## config.mk

```make
export PLATFORM = sky130hd
export DESIGN_NAME = mda_timing_gen_flat
export DESIGN_NICKNAME = d
export VERILOG_FILES = /design/src/rtl/mda_timing_gen_if.sv /design/src/rtl/mda_timing_gen.sv /design/src/flat_wrapper.sv
export SDC_FILE = /design/constraint.sdc
export NUM_CORES = 1
export LEC_CHECK = 0
export ABC_AREA = 1
export CAP_MARGIN = 10
export CORE_MARGIN = 4
export CORE_UTILIZATION = 55
export DETAILED_ROUTE_END_ITERATION = 8
export HOLD_SLACK_MARGIN = 0.12
export PLACE_DENSITY = 0.89
export SYNTH_ARGS = -nofsm -noshare
export SYNTH_HDL_FRONTEND = slang
export SYNTH_SLANG_ARGS = --single-unit
```

## constraint.sdc

```tcl
create_clock -name clk -period 3.6 [get_ports clk]
set_input_delay 0.36 -clock clk [delete_from_list [all_inputs] [get_ports clk]]
set_output_delay 0.36 -clock clk [all_outputs]
set_load 0.02 [all_outputs]
```

## src/rtl/mda_timing_gen_if.sv

```systemverilog
// MDA timing generator video bundle.
// master: generator side (drives timing/video, reads mode/ext_pixel); slave: consumer side.
interface mda_timing_gen_if #(
   parameter int CW = 10
);
   logic [1:0]    mode;
   logic          ext_pixel;
   logic          pix_ce;
   logic [CW-1:0] x;
   logic [CW-1:0] y;
   logic          valid;
   logic          video;
   logic          hsync;
   logic          vsync;
   logic          newline;
   logic          newframe;
   logic [7:0]    frame_cnt;

   modport master (
      input  mode, ext_pixel,
      output pix_ce, x, y, valid, video,
      output hsync, vsync, newline, newframe, frame_cnt
   );

   modport slave (
      output mode, ext_pixel,
      input  pix_ce, x, y, valid, video,
      input  hsync, vsync, newline, newframe, frame_cnt
   );
endinterface

```

## src/rtl/mda_timing_gen.sv

```systemverilog
// MDA raster timing generator: phase-accumulator pixel enable, x/y counters,
// sync/valid decode and test patterns. Ports: clk, rst (sync, high), vid bundle.
module mda_timing_gen #(
   parameter int              H_ACTIVE  = 720,
   parameter int              H_FP      = 10,
   parameter int              H_SYNC    = 135,
   parameter int              H_TOTAL   = 882,
   parameter int              V_ACTIVE  = 350,
   parameter int              V_FP      = 0,
   parameter int              V_SYNC    = 16,
   parameter int              V_TOTAL   = 370,
   parameter int              ACC_W     = 32,
   parameter logic [ACC_W-1:0] PHASE_INC = ACC_W'(1396465667),
   parameter int              BORDER    = 10,
   parameter bit              HS_POL    = 1'b1,
   parameter bit              VS_POL    = 1'b1,
   parameter int              CW        = 10
) (
   input logic             clk,
   input logic             rst,
   mda_timing_gen_if.master vid
);
   localparam logic [CW-1:0] XLAST  = CW'(H_TOTAL - 1);
   localparam logic [CW-1:0] HA     = CW'(H_ACTIVE);
   localparam logic [CW-1:0] HS_ON  = CW'(H_ACTIVE + H_FP);
   localparam logic [CW-1:0] HS_OFF = CW'(H_ACTIVE + H_FP + H_SYNC);
   localparam logic [CW-1:0] XBL    = CW'(BORDER);
   localparam logic [CW-1:0] XBR    = CW'(H_ACTIVE - BORDER);
   localparam logic [CW-1:0] YLAST  = CW'(V_TOTAL - 1);
   localparam logic [CW-1:0] VA     = CW'(V_ACTIVE);
   localparam logic [CW-1:0] VS_ON  = CW'(V_ACTIVE + V_FP);
   localparam logic [CW-1:0] VS_OFF = CW'(V_ACTIVE + V_FP + V_SYNC);
   localparam logic [CW-1:0] YBR    = CW'(V_ACTIVE - BORDER);

   logic [ACC_W-1:0] acc_q;
   logic             pix_ce_q;
   logic [CW-1:0]    x_q, x_d;
   logic [CW-1:0]    y_q, y_d;
   logic [7:0]       fcnt_q, fcnt_d;
   logic [1:0]       mode_q, mode_d;
   logic             valid_q, video_q, hs_q, vs_q;
   logic             nl_q, nf_q;
   logic             nl_d, nf_d;
   logic             valid_d, video_d, hs_d, vs_d;
   logic             border_d, pat_d;
   logic [ACC_W:0]   sum;
   logic             ce;

   assign sum = {1'b0, acc_q} + {1'b0, PHASE_INC};
   // Counters advance on the same edge that loads pix_ce=1, so the
   // new pixel is visible exactly in the pix_ce cycle.
   assign ce  = sum[ACC_W];

   always_comb begin
      x_d    = x_q;
      y_d    = y_q;
      fcnt_d = fcnt_q;
      mode_d = mode_q;
      nl_d   = 1'b0;
      nf_d   = 1'b0;
      if (ce) begin
         if (x_q == XLAST) begin
            x_d  = '0;
            nl_d = 1'b1;
            if (y_q == YLAST) begin
               y_d    = '0;
               nf_d   = 1'b1;
               fcnt_d = fcnt_q + 8'd1;
            end else begin
               y_d = y_q + CW'(1);
            end
         end else begin
            x_d = x_q + CW'(1);
         end
         // Pattern select only latches on entry to (0,0).
         if (x_d == '0 && y_d == '0) mode_d = vid.mode;
      end
   end

   // Decode from next-state x/y so every registered output matches x/y.
   always_comb begin
      valid_d  = (x_d < HA) && (y_d < VA);
      hs_d     = (x_d >= HS_ON && x_d < HS_OFF) ? HS_POL : ~HS_POL;
      vs_d     = (y_d >= VS_ON && y_d < VS_OFF) ? VS_POL : ~VS_POL;
      border_d = (x_d < XBL) || (x_d >= XBR) ||
                 (y_d < XBL) || (y_d >= YBR);
      pat_d    = 1'b0;
      unique case (1'b1)
         (mode_d == 2'd1): pat_d = border_d;
         (mode_d == 2'd2): pat_d = x_d[3] ^ y_d[3];
         (mode_d == 2'd3): pat_d = vid.ext_pixel;
         default:          pat_d = 1'b0;
      endcase
      video_d = valid_d & pat_d;
   end

   always_ff @(posedge clk) begin
      if (rst) begin
         acc_q    <= '0;
         pix_ce_q <= 1'b0;
         x_q      <= '0;
         y_q      <= '0;
         fcnt_q   <= '0;
         mode_q   <= vid.mode;
         video_q  <= 1'b0;
         valid_q  <= 1'b1;
         hs_q     <= ~HS_POL;
         vs_q     <= ~VS_POL;
         nl_q     <= 1'b1;
         nf_q     <= 1'b1;
      end else begin
         acc_q    <= sum[ACC_W-1:0];
         pix_ce_q <= ce;
         nl_q     <= nl_d;
         nf_q     <= nf_d;
         mode_q   <= mode_d;
         if (ce) begin
            x_q     <= x_d;
            y_q     <= y_d;
            fcnt_q  <= fcnt_d;
            valid_q <= valid_d;
            video_q <= video_d;
            hs_q    <= hs_d;
            vs_q    <= vs_d;
         end
      end
   end

   assign vid.pix_ce    = pix_ce_q;
   assign vid.x         = x_q;
   assign vid.y         = y_q;
   assign vid.valid     = valid_q;
   assign vid.video     = video_q;
   assign vid.hsync     = hs_q;
   assign vid.vsync     = vs_q;
   assign vid.newline   = nl_q;
   assign vid.newframe  = nf_q;
   assign vid.frame_cnt = fcnt_q;
endmodule

```

## src/flat_wrapper.sv

```systemverilog
// flat-port wrapper written by rule: the top's interface ports become plain ports
module mda_timing_gen_flat 
#(
   parameter int              H_ACTIVE  = 720,
   parameter int              H_FP      = 10,
   parameter int              H_SYNC    = 135,
   parameter int              H_TOTAL   = 882,
   parameter int              V_ACTIVE  = 350,
   parameter int              V_FP      = 0,
   parameter int              V_SYNC    = 16,
   parameter int              V_TOTAL   = 370,
   parameter int              ACC_W     = 32,
   parameter logic [ACC_W-1:0] PHASE_INC = ACC_W'(1396465667),
   parameter int              BORDER    = 10,
   parameter bit              HS_POL    = 1'b1,
   parameter bit              VS_POL    = 1'b1,
   parameter int              CW        = 10
)
  (clk, rst, vid_mode, vid_ext_pixel, vid_pix_ce, vid_x, vid_y, vid_valid, vid_video, vid_hsync, vid_vsync, vid_newline, vid_newframe, vid_frame_cnt);
  mda_timing_gen_if #(.CW(CW)) vid_i ();
  input logic clk;
  input logic rst;
  input wire logic [$bits(vid_i.mode)-1:0] vid_mode;
  input wire logic [$bits(vid_i.ext_pixel)-1:0] vid_ext_pixel;
  output wire logic [$bits(vid_i.pix_ce)-1:0] vid_pix_ce;
  output wire logic [$bits(vid_i.x)-1:0] vid_x;
  output wire logic [$bits(vid_i.y)-1:0] vid_y;
  output wire logic [$bits(vid_i.valid)-1:0] vid_valid;
  output wire logic [$bits(vid_i.video)-1:0] vid_video;
  output wire logic [$bits(vid_i.hsync)-1:0] vid_hsync;
  output wire logic [$bits(vid_i.vsync)-1:0] vid_vsync;
  output wire logic [$bits(vid_i.newline)-1:0] vid_newline;
  output wire logic [$bits(vid_i.newframe)-1:0] vid_newframe;
  output wire logic [$bits(vid_i.frame_cnt)-1:0] vid_frame_cnt;
  assign vid_i.mode = vid_mode;
  assign vid_i.ext_pixel = vid_ext_pixel;
  assign vid_pix_ce = vid_i.pix_ce;
  assign vid_x = vid_i.x;
  assign vid_y = vid_i.y;
  assign vid_valid = vid_i.valid;
  assign vid_video = vid_i.video;
  assign vid_hsync = vid_i.hsync;
  assign vid_vsync = vid_i.vsync;
  assign vid_newline = vid_i.newline;
  assign vid_newframe = vid_i.newframe;
  assign vid_frame_cnt = vid_i.frame_cnt;
  mda_timing_gen #(.H_ACTIVE(H_ACTIVE), .H_FP(H_FP), .H_SYNC(H_SYNC), .H_TOTAL(H_TOTAL), .V_ACTIVE(V_ACTIVE), .V_FP(V_FP), .V_SYNC(V_SYNC), .V_TOTAL(V_TOTAL), .ACC_W(ACC_W), .PHASE_INC(PHASE_INC), .BORDER(BORDER), .HS_POL(HS_POL), .VS_POL(VS_POL), .CW(CW)) u_core (.clk(clk), .rst(rst), .vid(vid_i));
endmodule
```

# ---- After elaboration in Yosys (flattened, before gate mapping)
# Cells that the tools add are included.
dict set report op_classes {
  n_reduce_logical 10
  order_cmp 10
  bitwise_logic 2
  eq_ne 5
  mux 18
  add_sub_neg 4
}
# cell n
set op_table {}
lappend op_table {{$mux W10} 7}
lappend op_table {{$add A32 B31 Y33 const B} 1}
lappend op_table {{$add A10 B1 Y10 const B} 2}
lappend op_table {{$ge A10 B10 Y1 const B} 2}
lappend op_table {{$ge A10 B9 Y1 const B} 2}
lappend op_table {{$logic_not A10 Y1} 2}
lappend op_table {{$lt A10 B10 Y1 const B} 2}
lappend op_table {{$lt A10 B4 Y1 const B} 2}
lappend op_table {{$lt A10 B9 Y1 const B} 2}
lappend op_table {{$eq A10 B10 Y1 const B} 1}
lappend op_table {{$eq A10 B9 Y1 const B} 1}
lappend op_table {{$add A8 B1 Y8 const B} 1}
lappend op_table {{$mux W1} 7}
lappend op_table {{$mux W2} 3}
lappend op_table {{$eq A2 B2 Y1 const B} 2}
lappend op_table {{$logic_and A1 B1 Y1} 4}
lappend op_table {{$logic_or A1 B1 Y1} 3}
lappend op_table {{$pmux W1 S3} 1}
lappend op_table {{$reduce_and A3 Y1} 1}
lappend op_table {{$eq A2 B1 Y1 const B} 1}
lappend op_table {{$and A1 B1 Y1} 1}
lappend op_table {{$xor A1 B1 Y1} 1}
dict set report totals {
  out_inout_bits 35
  in_bits 5
  elab_cells 61
  regBits 69
}

# ---- Logic depth before layout (Yosys ltp)
# Gate-level depths: netlist of the first run.
dict set report logic_depth {
  ltp_word 11
  ltp_mapped 23
  depth_no_buf 22
}

# ---- Worst setup path before layout of the first run
# OpenSTA, ideal clock, no wires.
dict set report synth_path {
  path_kind {register to register}
  from {reg u_core.x_q[0], in the netlist u_core.vid.x[0]}
  to {reg u_core.fcnt_q[6], in the netlist u_core.vid.frame_cnt[6]}
  t_required_ps 3482
  path_slack_ps 1366
  path_stages_with_launch 15
  period_less_slack_ps 2234
  arrival_time_ps 2116
  setup_time_ps 118
  path_buffers 1
  path_cell_list {dfxtp_1 ha_1 nand2_1 nor2_2 nand3_2 buf_6 or2_0 nor2_1 inv_1 nor2_2 inv_2 nor3_4 nand3_1 o21ai_1 a21oi_1}
}
dict set report synth_via {
  elab_chain_cells 2
}
# element line_no
set synth_lines {}
lappend synth_lines {{from (decl)} mda_timing_gen.sv:37} ;# logic [CW-1:0] x_q, x_d;
lappend synth_lines {{from (signal assigned)} mda_timing_gen.sv:101} ;# x_q <= '0;
lappend synth_lines {{from (signal assigned)} mda_timing_gen.sv:118} ;# x_q <= x_d;
lappend synth_lines {{$eq A10 B10 Y1} mda_timing_gen.sv:62} ;# if (x_q == XLAST) begin
lappend synth_lines {{$reduce_and A3 Y1 (no source line)} n/a}
lappend synth_lines {{to (signal assigned)} mda_timing_gen.sv:120} ;# fcnt_q <= fcnt_d;
lappend synth_lines {{to (decl)} mda_timing_gen.sv:39} ;# logic [7:0] fcnt_q, fcnt_d;
# No other way between the ends.
# A chain may end at the register's enable or synchronous reset.

# ---- Worst setup path after layout of the first run
dict set report layout_path {
  from {reg u_core.acc_q[0]}
  to {reg u_core.valid_q, in the netlist u_core.vid.valid}
}
dict set report layout_via {
  elab_chain_cells 4
  elab_cells_between_ends 6
}
# element line_no
set layout_lines {}
lappend layout_lines {{from (decl)} mda_timing_gen.sv:35} ;# logic [ACC_W-1:0] acc_q;
lappend layout_lines {{from (signal assigned)} mda_timing_gen.sv:112} ;# acc_q <= sum[ACC_W-1:0];
lappend layout_lines {{$add A32 B31 Y33 *} mda_timing_gen.sv:49} ;# assign sum = {1'b0, acc_q} + {1'b0, PHASE_INC};
lappend layout_lines {{$mux W10} mda_timing_gen.sv:61} ;# if (ce) begin
lappend layout_lines {{$lt A10 B10 Y1 or $lt A10 B9 Y1 (tied branches)} mda_timing_gen.sv:82} ;# valid_d = (x_d < HA) && (y_d < VA);
lappend layout_lines {{$logic_and A1 B1 Y1} mda_timing_gen.sv:82}
lappend layout_lines {{to (signal assigned)} mda_timing_gen.sv:121} ;# valid_q <= valid_d;
lappend layout_lines {{to (decl)} mda_timing_gen.sv:41} ;# logic valid_q, video_q, hs_q, vs_q;
# Mark *: on every way between the ends. The rest lies on a longest branch, timed or not.

==> flow_summary.ini, run 1 <==
[critical_path]
reg2regPathDepth = 19
path_max_fanout = 30
crit-reg2reg-launch = u_core.acc_q[0]$_SDFF_PP0_
crit_path_end_kind = register
cp-start-kind = register
critPathArrivalTime_ns = 3.08
crit_required_ns = 3.81
worst-r2r-setup-slack_ns = 0.73
critical_path_class = reg2reg
regToRegEndpoint = u_core.vid.valid$_SDFFE_PP1N_

[route]
viasPerCell = 5.48
wl_per_cell_um = 13.7
drc = 0
vias = 4787
drt-total-wl_um = 12000
drtAntennaViolNets = 0
initialDrtViolationCount = 355
drt-pass1-iter-count = 5

[die]
start_util = 0.560
dieWidth_um = 99.3
die-area_um2 = 9850
ioPinCount = 40
core_area_um2 = 8180
chipHeight_um = 99.3
rows = 33

[sta]
slew_viol_final = 0
final-setup-viol-count = 0
slew-limit-headroom = 0.355
max_freq_ghz = 0.348
worst_slack_ns = 0.730
tns_ns = 0
min_period_ns = 2.87
fin_worst_skew_ns = 0.00931
rsz0062_at_grt = false
finalCritPeriodShare = 0.797
worstMarginPinSlew_ns = 0.967
finalHoldViolCount = 0

[clock_tree]
cts_max_level = 3
cts_buffers = 9
clock-sinks = 69
cts_root_buffer = clkbuf_8
tritoncts = built
ctsResizeCount = 0
cts.reportedPaths.clkPinSlew_ns = 0.07
clock_latency_ns = 0.36
post_cts_buffers = 0
postCtsHoldBufs = 0
clk_path_buf_depth = 2

[logic_synthesis]
synth_cell_types = 47
synth-async-reset-ratio = 0
syn-cell-area_um2 = 4580
synthCells = 731
synth_area_leaders = dfxtp_1 30%, nand2_1 15%, nor2_1 8.4%, inv_1 7.3%, nand3_1 7.2%
synth_edf_count = 0
synth_warnings = 0
synthesis.nets = 742
avgSynthCellArea_um2 = 6.27
yosysTopAreaCell = dfxtp_1
yosysTopAreaCellShare = 0.302
yosysSeqAreaShare = 0.302
ys_ff_latch = 69
synthFlopType = dfxtp_1

[finish]
num_antenna_cells = 0
drive_gt1_frac = 0.105
final_cell_mix = 185 x nand2_1, 102 x nor2_1, 89 x inv_1, 69 x dfxtp_1, 66 x nand3_1
area_growth_pct = 13.1
mostFrequentLayoutCell = nand2_1
fin_util = 0.634
fill_cells = 738
layout.nets = 777

[global_route]
gr-total-overflow = 0
grt_pass1_vias = 4587
grt_pass1_wl_um = 20300
grt_max_degree = 41
grt_util_all_layers = 0.251
antenna_found_initial = 0

[power]
leakagePower_nw = 2.30
powerDensity_nw_per_um2 = 346
ir_worst_vdd_uv = 232

[worst_hold_path]
holdPathStages = 1
min_path_type = reg2reg
min_to = u_core.acc_q[0]$_SDFF_PP0_
hp-start = u_core.acc_q[0]$_SDFF_PP0_

[place]
gp_congestion = 0.940
dpl_worst_slack_ns = 0.741
port_buffers = 39
hpwl_um = 8770

[flow_run]
drv_cap = 0

[run_status]
outcome = finished, final reports clean
## per-layer routing
| layer | vias up | part of all wire | wire length (µm) | global-route usage |
|---|---|---|---|---|
| met5 | - | 0 | 0 | 0 |
| li1 | 2406 | - | - | - |
| met2 | 195 | 0.47 | 5650 | 0.429 |
| met1 | 2132 | 0.41 | 4870 | 0.287 |
| met3 | 54 | 0.073 | 878 | 0.0610 |
| met4 | 0 | 0.049 | 589 | 0.140 |
## worst max path at each step
| stage | from | to | depth (start not counted) |
|---|---|---|---|
| 4_1_cts | u_core.acc_q[0]$_SDFF_PP0_ | u_core.vid.frame_cnt[7]$_SDFFE_PP0P_ | 17 |
| 3_3_place_gp | u_core.acc_q[0]$_SDFF_PP0_ | u_core.vid.video$_SDFFE_PP0N_ | 22 |
| 5_1_grt | u_core.acc_q[0]$_SDFF_PP0_ | u_core.vid.frame_cnt[7]$_SDFFE_PP0P_ | 17 |
| 2_1_floorplan | u_core.vid.x[0]$_SDFFE_PP0N_ | u_core.vid.frame_cnt[6]$_SDFFE_PP0P_ | 14 |
| 3_5_place_dp | u_core.acc_q[0]$_SDFF_PP0_ | u_core.vid.frame_cnt[7]$_SDFFE_PP0P_ | 17 |
| 6_report | u_core.acc_q[0]$_SDFF_PP0_ | u_core.vid.valid$_SDFFE_PP1N_ | 19 |
## layout make-up
| cell class | instances | area, µm² | share of cell area |
|---|---|---|---|
| multi-input combinational | 538 | 2680 | 0.518 |
| sequential | 69 | 1380 | 0.267 |
| inverter | 108 | 405 | 0.0783 |
| timing repair buffer | 40 | 398 | 0.0768 |
| clock buffer | 12 | 145 | 0.0280 |
| tap | 105 | 131 | 0.0254 |
| clock inverter | 2 | 35.0 | 0.00676 |
## critical path, cell delays in order, from the launching register on
cell and delay (ns):
dfxtp_1 0.31, inv_1 0.08, ha_1 0.19, inv_1 0.05, nand3_1 0.11, nor2_1 0.07
nand2_1 0.08, nand2_2 0.09, nand2_4 0.21, nand2_4 0.26, inv_2 0.29, nand2_1 0.11
nand2_1 0.15, nand2_1 0.09, nor3_1 0.22, nor2_1 0.07, nand2_1 0.08, nor2_1 0.06
a21oi_1 0.14, nand2_1 0.06
## synth_stat cells, types with 2 or more instances
cell type,count
inv_1,89
nand3_1,66
ha_1,6
o21ai_0,31
clkbuf_1,7
a211oi_1,3
o31ai_1,3
clkinv_1,2
nor2_2,17
a31oi_1,4
inv_2,17
o21ai_2,3
nand4_1,9
nor2_4,6
nor3b_1,2
nand2_2,8
o21bai_1,3
nand2_1,185
and3_1,2
a21oi_1,42
nand3b_1,2
buf_2,3
buf_4,3
nand2_4,4
o21a_1,2
nor2_1,102
nand3_2,4
nor3_1,11
xor2_1,2
o21ai_1,6
dfxtp_1,69
nor4_1,2
a21oi_2,2
## logic make-up after synthesis
logic type,synth area share
simple gates,0.443
buf+inv,0.113
compound gates,0.121
flops,0.302
fa+ha+maj,0.0164
xor+xnor,0.00574
## registers in the layout (all words and copies together) (netlist names)
register and cells:
u_core.vid.frame_cnt 8, u_core.vid.newline 1, u_core.vid.y 10, u_core.vid.valid 1
u_core.vid.video 1, u_core.vid.pix_ce 1, u_core.vid.newframe 1, u_core.vid.hsync 1
u_core.vid.x 10, u_core.mode_q 2, u_core.acc_q 32, u_core.vid.vsync 1
## power by group
part | switching, W | internal [W] | leakage [nW] | total, W
Clock | 0.000293 | 0.000331 | 0.0923 | 0.000624
Combinational | 0.000205 | 0.000111 | 1.64 | 0.000315
Sequential | 0.0000495 | 0.000806 | 0.564 | 0.000855
## metrics by stage
| stage | cell area, µm² | std cells | hold slack (ns) | total power, W |
|---|---|---|---|---|
| finish | 5180 | 874 | 0.420 | 0.00179 |
| global route | 5180 | 874 | 0.445 | 0.00187 |
| CTS | 5180 | 874 | 0.423 | 0.00179 |
| detailed placement | 5000 | 860 | 0.413 | 0.00118 |
| global placement | 5000 | 860 | 0.400 | 0.00117 |
| floorplan | 4580 | 731 | 0.393 | 0.00110 |
Power figures use the tool's default switching activity.
==> run 2, diff against run 1 <==
--- a/config.mk
+++ b/config.mk
@@ -8,7 +8,7 @@
 export ABC_AREA = 1
 export CAP_MARGIN = 10
 export CORE_MARGIN = 4
-export CORE_UTILIZATION = 55
+export CORE_UTILIZATION = 53
 export DETAILED_ROUTE_END_ITERATION = 8
 export HOLD_SLACK_MARGIN = 0.12
 export PLACE_DENSITY = 0.89
==> constraint.sdc (replaced) <==
create_clock -name clk -period 2.47 [get_ports clk]
set_input_delay 0.247 -clock clk [delete_from_list [all_inputs] [get_ports clk]]
set_output_delay 0.247 -clock clk [all_outputs]
set_load 0.02 [all_outputs]
==> flow_summary.ini, run 2 (synthesis gave the netlist of run 1 again) <==
[critical_path]
critPathArrivalTime_ns = 2.58
path_max_fanout = 6
cp-start-kind = register
crit_path_end_kind = register
crit_family = simple AND/OR/NAND/NOR gates
cp_num_buf_inv = 2
crit_required_ns = 2.70
slowest_stage = dfxtp_1
crit_path_frequent_cell = nand2_2
critical_path_class = reg2reg
slowest_delay_ns = 0.32
cp_cell_sequence = inv_1 -> ha_1 -> nand2_2 -> nor2_4 -> nand3_4 -> inv_4 -> nand3_1 -> nand2_2 -> nand2_1 -> nand2_2 -> nand2_2 -> nor2_2 -> nand4_1 -> nand2_2 -> nor2_1 -> a21oi_1 -> nand2_1

[finish]
final_cell_mix = 175 x nand2_1, 94 x nor2_1, 84 x inv_1, 62 x dfxtp_1, 60 x nand3_1
largest_register_ffs = 32
largest-register = u_core.acc_q
num_antenna_cells = 0
fin_area_um2 = 5680
layout.nets = 804
mostFrequentLayoutCell = nand2_1
drive_gt1_frac = 0.194
area_growth_pct = 24.0

[sta]
hold_ws_ns = 0.407
worstMarginPinSlew_ns = 0.351
fin_worst_skew_ns = 0.0143
final-setup-viol-count = 0
max_freq_ghz = 0.427
min_period_ns = 2.34
finalHoldViolCount = 0
slew_viol_final = 0
finalCritPeriodShare = 0.949
slew-limit-headroom = 0.764

[route]
drt-pass1-iter-count = 8
wl_per_cell_um = 14.2
drt-total-wl_um = 12800
initialDrtViolationCount = 490
viasPerCell = 5.62
drc = 0
drtAntennaViolNets = 0
vias = 5072

[power]
powerDensity_nw_per_um2 = 493
p_int_w = 0.00197
switchingPower_w = 0.000832
pwr-share-comb = 0.188
sw_frac_of_total = 0.297
ir_worst_vdd_uv = 443
leakagePower_nw = 2.48
pwr-share-seq = 0.444
clock_power_share = 0.368

[place]
hpwl_um = 9090
port_buffers = 39
dpl_cell_area_um2 = 5180
gp_congestion = 0.926

[die]
rows = 33
ioPinCount = 40
core_area_um2 = 8300
dieWidth_um = 101
start_util = 0.552
chipHeight_um = 101
die-area_um2 = 10200

[clock_tree]
clock_latency_ns = 0.35
tritoncts = built
cts_buffers = 9
postCtsHoldBufs = 0
clock-sinks = 69
cts_max_level = 3
clk_path_buf_depth = 2
cts_root_buffer = clkbuf_8
cts.reportedPaths.clkPinSlew_ns = 0.08

[global_route]
grt_max_degree = 33
gr-total-overflow = 0
grt_pass1_vias = 4599
antenna_found_initial = 0
grt_util_all_layers = 0.242
grt_pass1_wl_um = 20100

[worst_hold_path]
min_path_type = reg2reg

[run_status]
outcome = finished, final reports clean

[flow_run]
drv_cap = 0
[run 2: cell types whose count changed in the layout (fill, tap and decap cells not counted), moves of 5 or more]
cell     before  now
nand2_2       8   18
inv_1        89   84
nand2_1     185  175
nand3_2       4   10
dfxtp_2       0    6
nor2_1      102   94
nand3_1      66   60
buf_4         1   22
nor2_4        6   15
dfxtp_1      69   62
[run 2: worst reg2reg max path: cells and delay by family (launching register included)]
kind | cells | cell delay, ns
DFF | 1 | 0.32
and+or+nand+nor | 13 | 1.44
adders and majority gates | 1 | 0.17
buffers and inverters | 2 | 0.18
AOI/OAI and AO/OA | 1 | 0.13
[run 2: metal layers]
layer	vias to the layer above	wire length (µm)	global-route usage
met5	-	0	0
met1	2310	5120	0.285
met4	0	490	0.132
met2	239	6290	0.413
met3	63	905	0.0478
li1	2460	-	-
[run 2: power by group through the flow]
stage / Combinational [W] / Sequential, W / Clock [W]
5_1_grt: 0.000579 / 0.00125 / 0.00109
6_report: 0.000527 / 0.00124 / 0.00103
2_1_floorplan: 0.000339 / 0.00127 / 0
3_3_place_gp: 0.000464 / 0.00126 / 0
4_1_cts: 0.000481 / 0.00124 / 0.00104
3_5_place_dp: 0.000475 / 0.00126 / 0
[run 2: worst paths after layout]
kind | from | to | slack [ns] | depth (start not counted)
setup / recovery | u_core.vid.x[1]$_SDFFE_PP0N_ | u_core.vid.valid$_SDFFE_PP1N_ | 0.13 | 17
hold / removal | u_core.acc_q[0]$_SDFF_PP0_ | u_core.acc_q[0]$_SDFF_PP0_ | 0.41 | 1
setup reg to reg | u_core.vid.x[1]$_SDFFE_PP0N_ | u_core.vid.valid$_SDFFE_PP1N_ | 0.13 | 17
hold reg to reg | u_core.acc_q[0]$_SDFF_PP0_ | u_core.acc_q[0]$_SDFF_PP0_ | 0.41 | 1
[run 2: per-stage QoR]
step / setup TNS (ns) / setup WS [ns] / instances / total power [W] / utilization
2_1_floorplan: 0 / 0.236 / 731 / 0.00161 / -
3_3_place_gp: 0 / 0.124 / 882 / 0.00172 / 0.624
3_5_place_dp: 0 / 0.0583 / 882 / 0.00174 / 0.624
4_1_cts: 0 / 0.0356 / 898 / 0.00276 / 0.651
5_1_grt: -0.0788 / -0.0479 / 903 / 0.00292 / 0.684
6_report: 0 / 0.126 / 903 / 0.00280 / 0.684
[run 2: cell type report]
cell class                      count  area [µm²]
Clock inverter                      6        86.3
Tap cell                          105         131
Timing Repair Buffer               66         634
Clock buffer                       10         138
Inverter                          108         410
Fill cell                         677        2620
Multi-Input combinational cell    539        2890
Sequential cell                    69        1390
[run 2: what timing repair did]
action                                  CTS  global route
resized for setup                         0            66
endpoints found under the setup margin    0             8
buffers inserted                          0             3
